File: config.mk
export PLATFORM = sky130hd
export DESIGN_NAME = fp_div_prep
export DESIGN_NICKNAME = d
export VERILOG_FILES = /design/src/rtl/fp_div_prep.sv
export SDC_FILE = /design/constraint.sdc
export NUM_CORES = 1
export LEC_CHECK = 0
export BUFFER_PORTS_ARGS = -buffer_cell sky130_fd_sc_hd__buf_4
export CAP_MARGIN = 40
export CORE_MARGIN = 1
export CORE_UTILIZATION = 52
export CTS_CLUSTER_SIZE = 10
export DETAILED_ROUTE_END_ITERATION = 16
export HOLD_SLACK_MARGIN = 0.1
export PLACE_DENSITY = 0.8
export SKIP_CTS_REPAIR_TIMING = 1
export SLEW_MARGIN = 20
export SYNTH_ARGS = -nofsm -noshare
export SYNTH_HDL_FRONTEND = slang
export SYNTH_SLANG_ARGS = --single-unit
File: constraint.sdc
create_clock -name clk -period 2.4 [get_ports clk]
set_input_delay 0.36 -clock clk [delete_from_list [all_inputs] [get_ports clk]]
set_output_delay 0.36 -clock clk [all_outputs]
set_load 0.02 [all_outputs]
File: src/rtl/fp_div_prep.sv
// fp_div_prep -- operand preparation ahead of the Newton-Raphson divider core.
//
// Two-stage valid/ready pipeline. Stage 1 classifies both IEEE-754 single
// operands (NaN / Inf / Zero, subnormals treated as zero). Stage 2 resolves
// special quotients and rescales the divisor mantissa into [0.5,1) by forcing
// its exponent to 126.
//
// Ports:
//   clk, rst_n          clock (rising edge), asynchronous active-low reset
//   in_valid/in_ready   operand handshake; in_a dividend, in_b divisor
//   out_valid/out_ready result handshake toward the divider
//   out_a               dividend, subnormals flushed to signed zero
//   out_d               divisor with exponent forced to 126
//   out_exp_b           original biased divisor exponent
//   out_sign            quotient sign
//   out_special         quotient fully determined, bypass the divider
//   out_special_val     that quotient (zero when out_special=0)
//   special_cnt         saturating count of delivered special results
//   flush               synchronous clear of both stages
module fp_div_prep #(
  parameter int unsigned CNT_W = 16,
  parameter logic [31:0] QNAN  = 32'h7FC00000
) (
  input  logic             clk,
  input  logic             rst_n,
  input  logic             in_valid,
  output logic             in_ready,
  input  logic [31:0]      in_a,
  input  logic [31:0]      in_b,
  output logic             out_valid,
  input  logic             out_ready,
  output logic [31:0]      out_a,
  output logic [31:0]      out_d,
  output logic [7:0]       out_exp_b,
  output logic             out_sign,
  output logic             out_special,
  output logic [31:0]      out_special_val,
  output logic [CNT_W-1:0] special_cnt,
  input  logic             flush
);

  localparam logic [7:0] EXP_MAX  = 8'hFF;
  localparam logic [7:0] EXP_HALF = 8'd126;
  localparam int CLS_NAN  = 2;
  localparam int CLS_INF  = 1;
  localparam int CLS_ZERO = 0;

  // Class bits {nan, inf, zero}; exponent 0 counts as zero (DAZ).
  function automatic logic [2:0] classify(input logic [31:0] x);
    logic exp_max;
    logic man_nz;
    exp_max = (x[30:23] == EXP_MAX);
    man_nz  = |x[22:0];
    return {exp_max && man_nz, exp_max && !man_nz, x[30:23] == 8'd0};
  endfunction

  // Returns {special, value}; branch order sets the priority.
  function automatic logic [32:0] resolve(input logic [2:0] ca, input logic [2:0] cb,
                                          input logic sign);
    if (ca[CLS_NAN] || cb[CLS_NAN] || (ca[CLS_ZERO] && cb[CLS_ZERO]) ||
        (ca[CLS_INF] && cb[CLS_INF]))
      return {1'b1, QNAN};
    else if (ca[CLS_INF] || (cb[CLS_ZERO] && !ca[CLS_ZERO]))
      return {1'b1, sign, EXP_MAX, 23'h0};
    else if (ca[CLS_ZERO] || cb[CLS_INF])
      return {1'b1, sign, 31'h0};
    else
      return 33'h0;
  endfunction

  function automatic logic [CNT_W-1:0] sat_inc(input logic [CNT_W-1:0] c);
    return (&c) ? c : c + {{(CNT_W-1){1'b0}}, 1'b1};
  endfunction

  logic        vld_p1, vld_p2;
  logic [31:0] a_p1, b_p1;
  logic [2:0]  cls_a_p1, cls_b_p1;
  logic        sign_p1;
  logic [31:0] a_p2, d_p2, special_val_p2;
  logic [7:0]  exp_b_p2;
  logic        sign_p2, special_p2;
  logic        ld_p2;
  logic [32:0] res_p1;

  // Stage 2 takes a new op when empty or draining; stage 1 likewise, which
  // makes in_ready combinational from out_ready.
  assign ld_p2    = !vld_p2 || out_ready;
  assign in_ready = !vld_p1 || ld_p2;
  assign res_p1   = resolve(cls_a_p1, cls_b_p1, sign_p1);

  // ---- stage 1: classify ----
  always_ff @(posedge clk or negedge rst_n) begin
    if (!rst_n) begin
      vld_p1   <= 1'b0;
      a_p1     <= '0;
      b_p1     <= '0;
      cls_a_p1 <= '0;
      cls_b_p1 <= '0;
      sign_p1  <= 1'b0;
    end else begin
      if (flush)
        vld_p1 <= 1'b0;
      else if (in_ready)
        vld_p1 <= in_valid;
      if (in_valid && in_ready) begin
        a_p1     <= in_a;
        b_p1     <= in_b;
        cls_a_p1 <= classify(in_a);
        cls_b_p1 <= classify(in_b);
        sign_p1  <= in_a[31] ^ in_b[31];
      end
    end
  end

  // ---- stage 2: resolve ----
  always_ff @(posedge clk or negedge rst_n) begin
    if (!rst_n) begin
      vld_p2         <= 1'b0;
      a_p2           <= '0;
      d_p2           <= '0;
      exp_b_p2       <= '0;
      sign_p2        <= 1'b0;
      special_p2     <= 1'b0;
      special_val_p2 <= '0;
    end else begin
      if (flush)
        vld_p2 <= 1'b0;
      else if (ld_p2)
        vld_p2 <= vld_p1;
      if (vld_p1 && ld_p2) begin
        a_p2           <= cls_a_p1[CLS_ZERO] ? {a_p1[31], 31'h0} : a_p1;
        d_p2           <= {1'b0, EXP_HALF, b_p1[22:0]};
        exp_b_p2       <= b_p1[30:23];
        sign_p2        <= sign_p1;
        special_p2     <= res_p1[32];
        special_val_p2 <= res_p1[31:0];
      end
    end
  end

  always_ff @(posedge clk or negedge rst_n) begin
    if (!rst_n)
      special_cnt <= '0;
    else if (vld_p2 && out_ready && special_p2)
      special_cnt <= sat_inc(special_cnt);
  end

  assign out_valid       = vld_p2;
  assign out_a           = a_p2;
  assign out_d           = d_p2;
  assign out_exp_b       = exp_b_p2;
  assign out_sign        = sign_p2;
  assign out_special     = special_p2;
  assign out_special_val = special_val_p2;

endmodule

==> impl_summary.log, run 1 <==
INFO  metric drive_above_1_share = 36.3%
INFO  metric worstRegToRegCells = 5
INFO  metric grt_max_degree = 87
INFO  metric firstDrtPassIters = 4
INFO  metric boundaryPins = 193
INFO  metric cp.buffers_inverters = 0
INFO  metric setup.worst_path.start = special_cnt[0]
INFO  metric final_clock_skew = 0.00720 ns
INFO  metric die_h = 115 um
INFO  metric min_period_over_period = 76.4%
INFO  metric synth_compound_area_share = 3.90%
INFO  metric global_route.usage.total = 23.3%
INFO  metric via_per_inst = 5.05
INFO  metric timing.hold.worst.class = primary input to flop
INFO  metric cts_tree = done
INFO  metric r2r_start = special_cnt[0]
INFO  metric hold_violations = 0
INFO  metric final_util = 70.3%
INFO  metric totalPowerFinal = 0.00734 W
INFO  metric detailedPlacementHpwl = 10.3 mm
INFO  metric max_slew.worst_pin.slew = 0.590 ns
INFO  metric cpLargestDelayFamily = simple AND/OR/NAND/NOR gates
INFO  metric initial_utilization = 54.4%
INFO  metric min_period = 1.83 ns
INFO  metric syn_area = 6640 sq um
INFO  metric critical_path_arrival = 2.13 ns
INFO  metric synth_seq_cells = 157
INFO  metric synth_top_family_by_area = simple AND/OR/NAND/NOR gates
INFO  metric cts_buffers = 17
INFO  metric die_area = 13200 sq um
INFO  metric die_w = 115 um
INFO  metric grt_pass1_wl = 23.6 mm
INFO  metric synth_mux_area_share = 11.1%
INFO  metric finalSetupTns = 0 ns
INFO  metric yosys_most_used_dff = sky130_fd_sc_hd__dfrtp_1
INFO  metric final_design_area_no_fill = 8590 sq um
INFO  metric synthesis.area_per_instance = 11.1 sq um
INFO  metric preCtsSetupSlack = 0.567 ns
INFO  metric avgRoutedWirePerCell = 15.4 um
INFO  metric netlist.area_leader.share = 59.2%
INFO  metric setup_ws_final = 0.568 ns
INFO  metric gpl.final_weighted_congestion = 0.852
INFO  metric seq_area_frac_synth = 59.2%
INFO  metric post_synth_xor_area_fraction = 1.85%
INFO  metric num_vias = 4730
INFO  metric final_net_count = 825
INFO  metric gr-total-overflow = 0
INFO  metric post_dp_cell_area = 7940 sq um
INFO  metric htree_num_levels = 4
INFO  metric crit_required = 2.70 ns
INFO  metric worst_skew_pair_later_pin_latency = 0.41 ns
INFO  metric crit_slowest_cell = sky130_fd_sc_hd__nor4_4
INFO  metric hold_path.startpoint = in_b[19]
INFO  metric core-area = 12200 sq um
INFO  metric synth.area.top_cells = sky130_fd_sc_hd__dfrtp_1, sky130_fd_sc_hd__mux2_2, sky130_fd_sc_hd__nand2_1, sky130_fd_sc_hd__buf_4, sky130_fd_sc_hd__nand2b_1
INFO  metric worst_setup_path_end_kind = flop
INFO  metric timing.hold.worst_path_depth = 2
INFO  metric placementRows = 40
INFO  metric critPathMaxStageDelay = 0.56 ns
INFO  metric synth.distinct_cells = 37
INFO  metric power.density_cell_area = 854 nW/um^2
INFO  metric fmaxAchievable = 546 MHz
INFO  metric power.ir.vdd_worst = 496 uV
INFO  metric port_buffers = 167
INFO  metric layout.filler_cells = 906
INFO  metric maxCapViolCount = 0
INFO  metric cp_cell_sequence = ha_1, nand3_1, nor4_4, nor2_2, mux2_4
INFO  metric synth_enable_flop_cells = 0
INFO  metric synthSimpleGateAreaFrac = 17.8%
INFO  metric route.antenna.remaining_nets = 0
INFO  metric synth_fa_ha_area_share = 0.188%
INFO  metric ff2ff_setup_slack = 0.57 ns
INFO  metric yosys.area.top_type = sky130_fd_sc_hd__dfrtp_1
INFO  metric unrepaired_setup_endpoints_after_global_routing = no
INFO  metric status = completed
INFO  metric first_global_vias = 4738
INFO  metric clk_transition_reported_paths = 0.06 ns
INFO  metric post_synth_inst_count = 597
INFO  metric timing.critical_path.depth = 5
INFO  metric timing_worst_setup_path_type = flop to flop
INFO  metric r2r_end = special_cnt[1]
INFO  metric count_of_synthesis_stage_warnings_from_yosys = 0
INFO  metric clockRootBuffer = sky130_fd_sc_hd__clkbuf_16
INFO  metric worst_rel_slew_slack = 60.7%
INFO  metric clkSinkCount = 157
INFO  metric final-max-slew-violation-count = 0
INFO  metric setup_failing_eps_final = 0
INFO  metric antenna_cells = 0
INFO  metric detailed_router_s_first_iteration_violation_count = 268
INFO  metric leakagePower = 4.26 nW
INFO  metric syn2layout_area_growth = 29.4%
INFO  metric ys_async_sr_fraction = 100%
INFO  metric crit_path_start_kind = flop
INFO  metric setup.worst_path.end = special_cnt[1]
INFO  metric crit_fanout = 9
INFO  metric final_routed_wirelength_across_all_metal_layers = 14.4 mm
INFO  metric initial_antenna_violation_count = 0
INFO  metric clock_tree.buffer_depth = 2
INFO  metric remaining_drc_errors = 0
-- cells in the mapped netlist, types with 4 or more instances --
master	n
sky130_fd_sc_hd__buf_2	8
sky130_fd_sc_hd__o21ai_0	38
sky130_fd_sc_hd__mux2_2	64
sky130_fd_sc_hd__nand2_1	151
sky130_fd_sc_hd__nand4_1	9
sky130_fd_sc_hd__nand2b_1	33
sky130_fd_sc_hd__clkbuf_1	19
sky130_fd_sc_hd__nor3_1	13
sky130_fd_sc_hd__buf_4	37
sky130_fd_sc_hd__nor4_1	17
sky130_fd_sc_hd__nand3_1	5
sky130_fd_sc_hd__nor2_1	4
sky130_fd_sc_hd__xor2_1	13
sky130_fd_sc_hd__dfrtp_1	157
-- report_power, final --
group / switching, W / leakage, nW / internal, W
combinational: 0.000739 / 2.02 / 0.000592
sequential: 0.000215 / 1.93 / 0.00299
clock: 0.00101 / 0.307 / 0.00179
total: 0.00197 / 4.26 / 0.00537
-- per-stage QoR --
stage / cells / hold WS, ns
finish: 936 / 0.189
floorplan: 621 / 0.0644
detailed placement: 902 / 0.381
global route: 936 / 0.169
CTS: 934 / -0.0631
global placement: 902 / 0.374
-- worst min-delay path by stage --
stage / endpoint / slack (ns)
after detailed placement: out_exp_b[6] / 0.38
final: b_p1[19] / 0.19
after global routing: b_p1[15] / 0.17
after floorplan: a_p1[0] / 0.06
after CTS: out_exp_b[6] / -0.06
after global placement: out_exp_b[6] / 0.37
-- kinds of logic (layout without fill, tap and decap cells) --
kind of cell               Yosys count  after routing
other                                1             25
muxes                               65             65
adders and majority gates            1              1
xor gates and xnor gates            14             14
buffers and inverters               66            213
AOI/OAI and AO/OA                   47             47
and+or+nand+nor                    246            246
DFF                                157            157
-- placed cells by master (no fill, tap or decap), drive strengths merged, types with 2 or more instances in the layout --
cell           n
o21ai         38
nand3          6
a21oi          2
and4           2
nor3b          2
clkinv         6
a22o           2
buf          177
dfrtp        157
inv            2
clkbuf        21
mux2          65
xor2          13
nor3          13
nor4          18
dlygate4sd3    2
nand4         10
conb          25
nand2        151
bufinv         4
o41ai          2
nand2b        33
nor2           5
and2           2
-- flip-flops by register name, indices dropped and copies added (netlist names), 3 cells and up --
register / flops
a_p1: 32
b_p1: 31
cls_a_p1: 3
cls_b_p1: 3
out_a: 32
out_d: 24
out_exp_b: 8
out_special_val: 3
special_cnt: 16
-- per-layer routing --
metal / routed length, um / track usage, % / up-vias
li1: - / - / 2257
met4: 189 / 7.62 / 0
met3: 713 / 6.06 / 18
met2: 7410 / 39.0 / 139
met5: 0 / 0 / -
met1: 6110 / 29.5 / 2316
-- area by class of cell --
class	count	area, sq um	share of cell area, %
multi-input cells	398	2410	28.1
flip-flops and latches	157	3930	45.7
repair buffers	179	1400	16.3
well taps	168	210	2.45
clock buffers	21	460	5.36
inverters	2	7.51	0.0874
clock inverters	11	165	1.92
Power figures use the tool's default switching activity.
==> run 2, diff against run 1 <==
--- a/config.mk
+++ b/config.mk
@@ -8,11 +8,11 @@
 export BUFFER_PORTS_ARGS = -buffer_cell sky130_fd_sc_hd__buf_4
 export CAP_MARGIN = 40
 export CORE_MARGIN = 1
-export CORE_UTILIZATION = 52
+export CORE_UTILIZATION = 47
 export CTS_CLUSTER_SIZE = 10
 export DETAILED_ROUTE_END_ITERATION = 16
 export HOLD_SLACK_MARGIN = 0.1
-export PLACE_DENSITY = 0.8
+export PLACE_DENSITY = 0.76
 export SKIP_CTS_REPAIR_TIMING = 1
 export SLEW_MARGIN = 20
 export SYNTH_ARGS = -nofsm -noshare
==> constraint.sdc (replaced) <==
create_clock -name clk -period 1.51 [get_ports clk]
set_input_delay 0.2265 -clock clk [delete_from_list [all_inputs] [get_ports clk]]
set_output_delay 0.2265 -clock clk [all_outputs]
set_load 0.02 [all_outputs]
==> run 2 against run 1 <==
The flow now finishes with violations (negative setup slack). Hold slack got worse by 0.11 ns. Register-to-register slack got worse by 0.60 ns. Count of clock-buffer cells in the layout fell by 2. Die area rose by 10%. Sequential cell count did not move. Critical path type is now primary input to flop. Highest routed layer unchanged.
==> impl_summary.log, run 2 (synthesized netlist as in run 1, its figures left out) <==
INFO  metric syn2layout_area_growth = 47.3%
INFO  metric num_vias = 5237
INFO  metric drive_above_1_share = 39.3%
INFO  metric worstRegToRegCells = 6
INFO  metric timing.hold.worst_path_depth = 3
INFO  metric die_h = 121 um
INFO  metric clkSinkCount = 157
INFO  metric first_global_vias = 4810
INFO  metric setup_ws_final = -0.0411 ns
INFO  metric crit_fanout = 2
INFO  metric hold_violations = 0
INFO  metric final_routed_wirelength_across_all_metal_layers = 16.7 mm
INFO  metric die_w = 121 um
INFO  metric final-max-slew-violation-count = 0
INFO  metric gpl.final_weighted_congestion = 0.798
INFO  metric setup_failing_eps_final = 11
INFO  metric detailedPlacementHpwl = 10.6 mm
INFO  metric place.detailed.instances = 940
INFO  metric global_route.usage.total = 21.7%
INFO  metric critical_path_arrival = 1.85 ns
INFO  metric detailed_router_s_first_iteration_violation_count = 294
INFO  metric setup.worst_path.start = in_a[1]
INFO  metric final_clock_skew = 0.0209 ns
INFO  metric core-area = 13800 sq um
INFO  metric cp_cell_sequence = dlygate4sd3_1, buf_4, nor4_1, nand4_1, nor2_1, o41ai_2
INFO  metric min_period = 1.55 ns
INFO  metric post_dp_cell_area = 8320 sq um
INFO  metric final_common_cell = sky130_fd_sc_hd__buf_4
INFO  metric final_design_area_no_fill = 9780 sq um
INFO  metric antenna_cells = 0
INFO  metric die_area = 14600 sq um
INFO  metric boundaryPins = 193
INFO  metric status = finished, violations left
INFO  metric timing_worst_setup_path_type = primary input to flop
INFO  metric r2r_start = special_cnt[0]
INFO  metric clock_tree.buffer_depth = 2
INFO  metric grt_max_degree = 64
INFO  metric worst_skew_pair_later_pin_latency = 0.44 ns
INFO  metric preCtsSetupSlack = -0.0861 ns
INFO  metric min_to = sign_p1
INFO  metric placementRows = 43
INFO  metric gr-total-overflow = 0
INFO  metric layout.cells.non_filler = 1043
INFO  metric maxCapViolCount = 0
INFO  metric crit_slowest_cell = sky130_fd_sc_hd__dlygate4sd3_1
INFO  metric crit_required = 1.81 ns
INFO  metric worst_setup_path_end_kind = flop
INFO  metric r2r_end = special_cnt[13]
INFO  metric initial_utilization = 48.0%
INFO  metric clk_transition_reported_paths = 0.06 ns
INFO  metric power.density_cell_area = 1220 nW/um^2
INFO  metric crit_path_start_kind = primary input
INFO  metric cts_tree = done
INFO  metric port_buffers = 167
INFO  metric firstDrtPassIters = 5
INFO  metric min_period_over_period = 103%
INFO  metric route.antenna.remaining_nets = 0
INFO  metric fmaxAchievable = 645 MHz
INFO  metric remaining_drc_errors = 0
INFO  metric final_net_count = 920
INFO  metric clockRootBuffer = sky130_fd_sc_hd__clkbuf_16
INFO  metric timing.hold.worst.class = primary input to flop
INFO  metric final_cell_mix = sky130_fd_sc_hd__buf_4, sky130_fd_sc_hd__nand2_1, sky130_fd_sc_hd__dfrtp_1, sky130_fd_sc_hd__dlygate4sd3_1, sky130_fd_sc_hd__o21ai_0
INFO  metric critPathMaxStageDelay = 0.57 ns
INFO  metric cts_buffers = 17
INFO  metric via_per_inst = 5.02
INFO  metric htree_num_levels = 4
INFO  metric power.ir.vdd_worst = 848 uV
INFO  metric avgRoutedWirePerCell = 16.0 um
INFO  metric initial_antenna_violation_count = 0
INFO  metric grt_pass1_wl = 24.3 mm
INFO  metric unrepaired_setup_endpoints_after_global_routing = yes
INFO  metric finalSetupTns = -0.206 ns
INFO  metric ff2ff_setup_slack = -0.03 ns
INFO  metric failed_checks = negative setup slack
INFO  metric leakagePower = 4.83 nW
INFO  metric hold_path.startpoint = in_b[31]
==> run 2: cell count changes in the layout (fill, tap and decap cells not counted), moves of 3 or more <==
| cell | before | now |
|---|---|---|
| sky130_fd_sc_hd__nor3_4 | 0 | 3 |
| sky130_fd_sc_hd__dfrtp_2 | 0 | 13 |
| sky130_fd_sc_hd__buf_4 | 172 | 195 |
| sky130_fd_sc_hd__dfrtp_1 | 157 | 144 |
| sky130_fd_sc_hd__buf_6 | 1 | 4 |
| sky130_fd_sc_hd__mux2_2 | 64 | 31 |
| sky130_fd_sc_hd__dlygate4sd3_1 | 2 | 66 |
| sky130_fd_sc_hd__clkinvlp_4 | 1 | 5 |
| sky130_fd_sc_hd__nor3_2 | 0 | 4 |
| sky130_fd_sc_hd__nor3_1 | 13 | 6 |
| sky130_fd_sc_hd__mux2_4 | 1 | 34 |
==> run 2: routing by layer <==
metal,GRT usage [%],wire [um]
met5,0,0
met4,8.80,385
met3,5.50,793
met2,35.2,8640
met1,27.8,6850
==> run 2: where the power goes <==
part           switching (W)  internal (W)
combinational        0.00131       0.00124
sequential          0.000328       0.00475
clock                0.00175       0.00252
total                0.00338       0.00852
==> run 2: worst max-delay path by stage <==
stage                      end  slack (ns)  depth (start not counted)
6_report           cls_a_p1[2]       -0.04                          6
3_5_place_dp   special_cnt[15]       -0.09                          4
4_1_cts         special_cnt[9]       -0.08                          4
3_3_place_gp   special_cnt[15]       -0.02                          4
5_1_grt            cls_a_p1[1]       -0.12                          6
2_1_floorplan   special_cnt[1]       -0.15                          5
==> run 2: layout make-up <==
type                            count  area [sq um]
Timing Repair Buffer              274          2350
Tap cell                          180           225
Sequential cell                   157          3950
Clock buffer                       19           453
Fill cell                         921          4050
Clock inverter                     13           139
Multi-Input combinational cell    398          2660
Inverter                            2          7.51
==> run 2: worst max-delay path: cells and delay by family <==
family	cells	cell delay, ns
AOI/OAI and AO/OA	1	0.11
buffers and inverters	2	0.72
and+or+nand+nor	3	0.79
==> run 2: stage by stage <==
step	hold slack, ns	total power (W)	utilization (%)
final	0.0761	0.0119	70.7
after global routing	0.108	0.0124	70.7
after CTS	-0.325	0.0117	64.4
after detailed placement	0.132	0.00747	60.2
after global placement	0.130	0.00737	60.2
after floorplan	-0.0691	0.00635	-
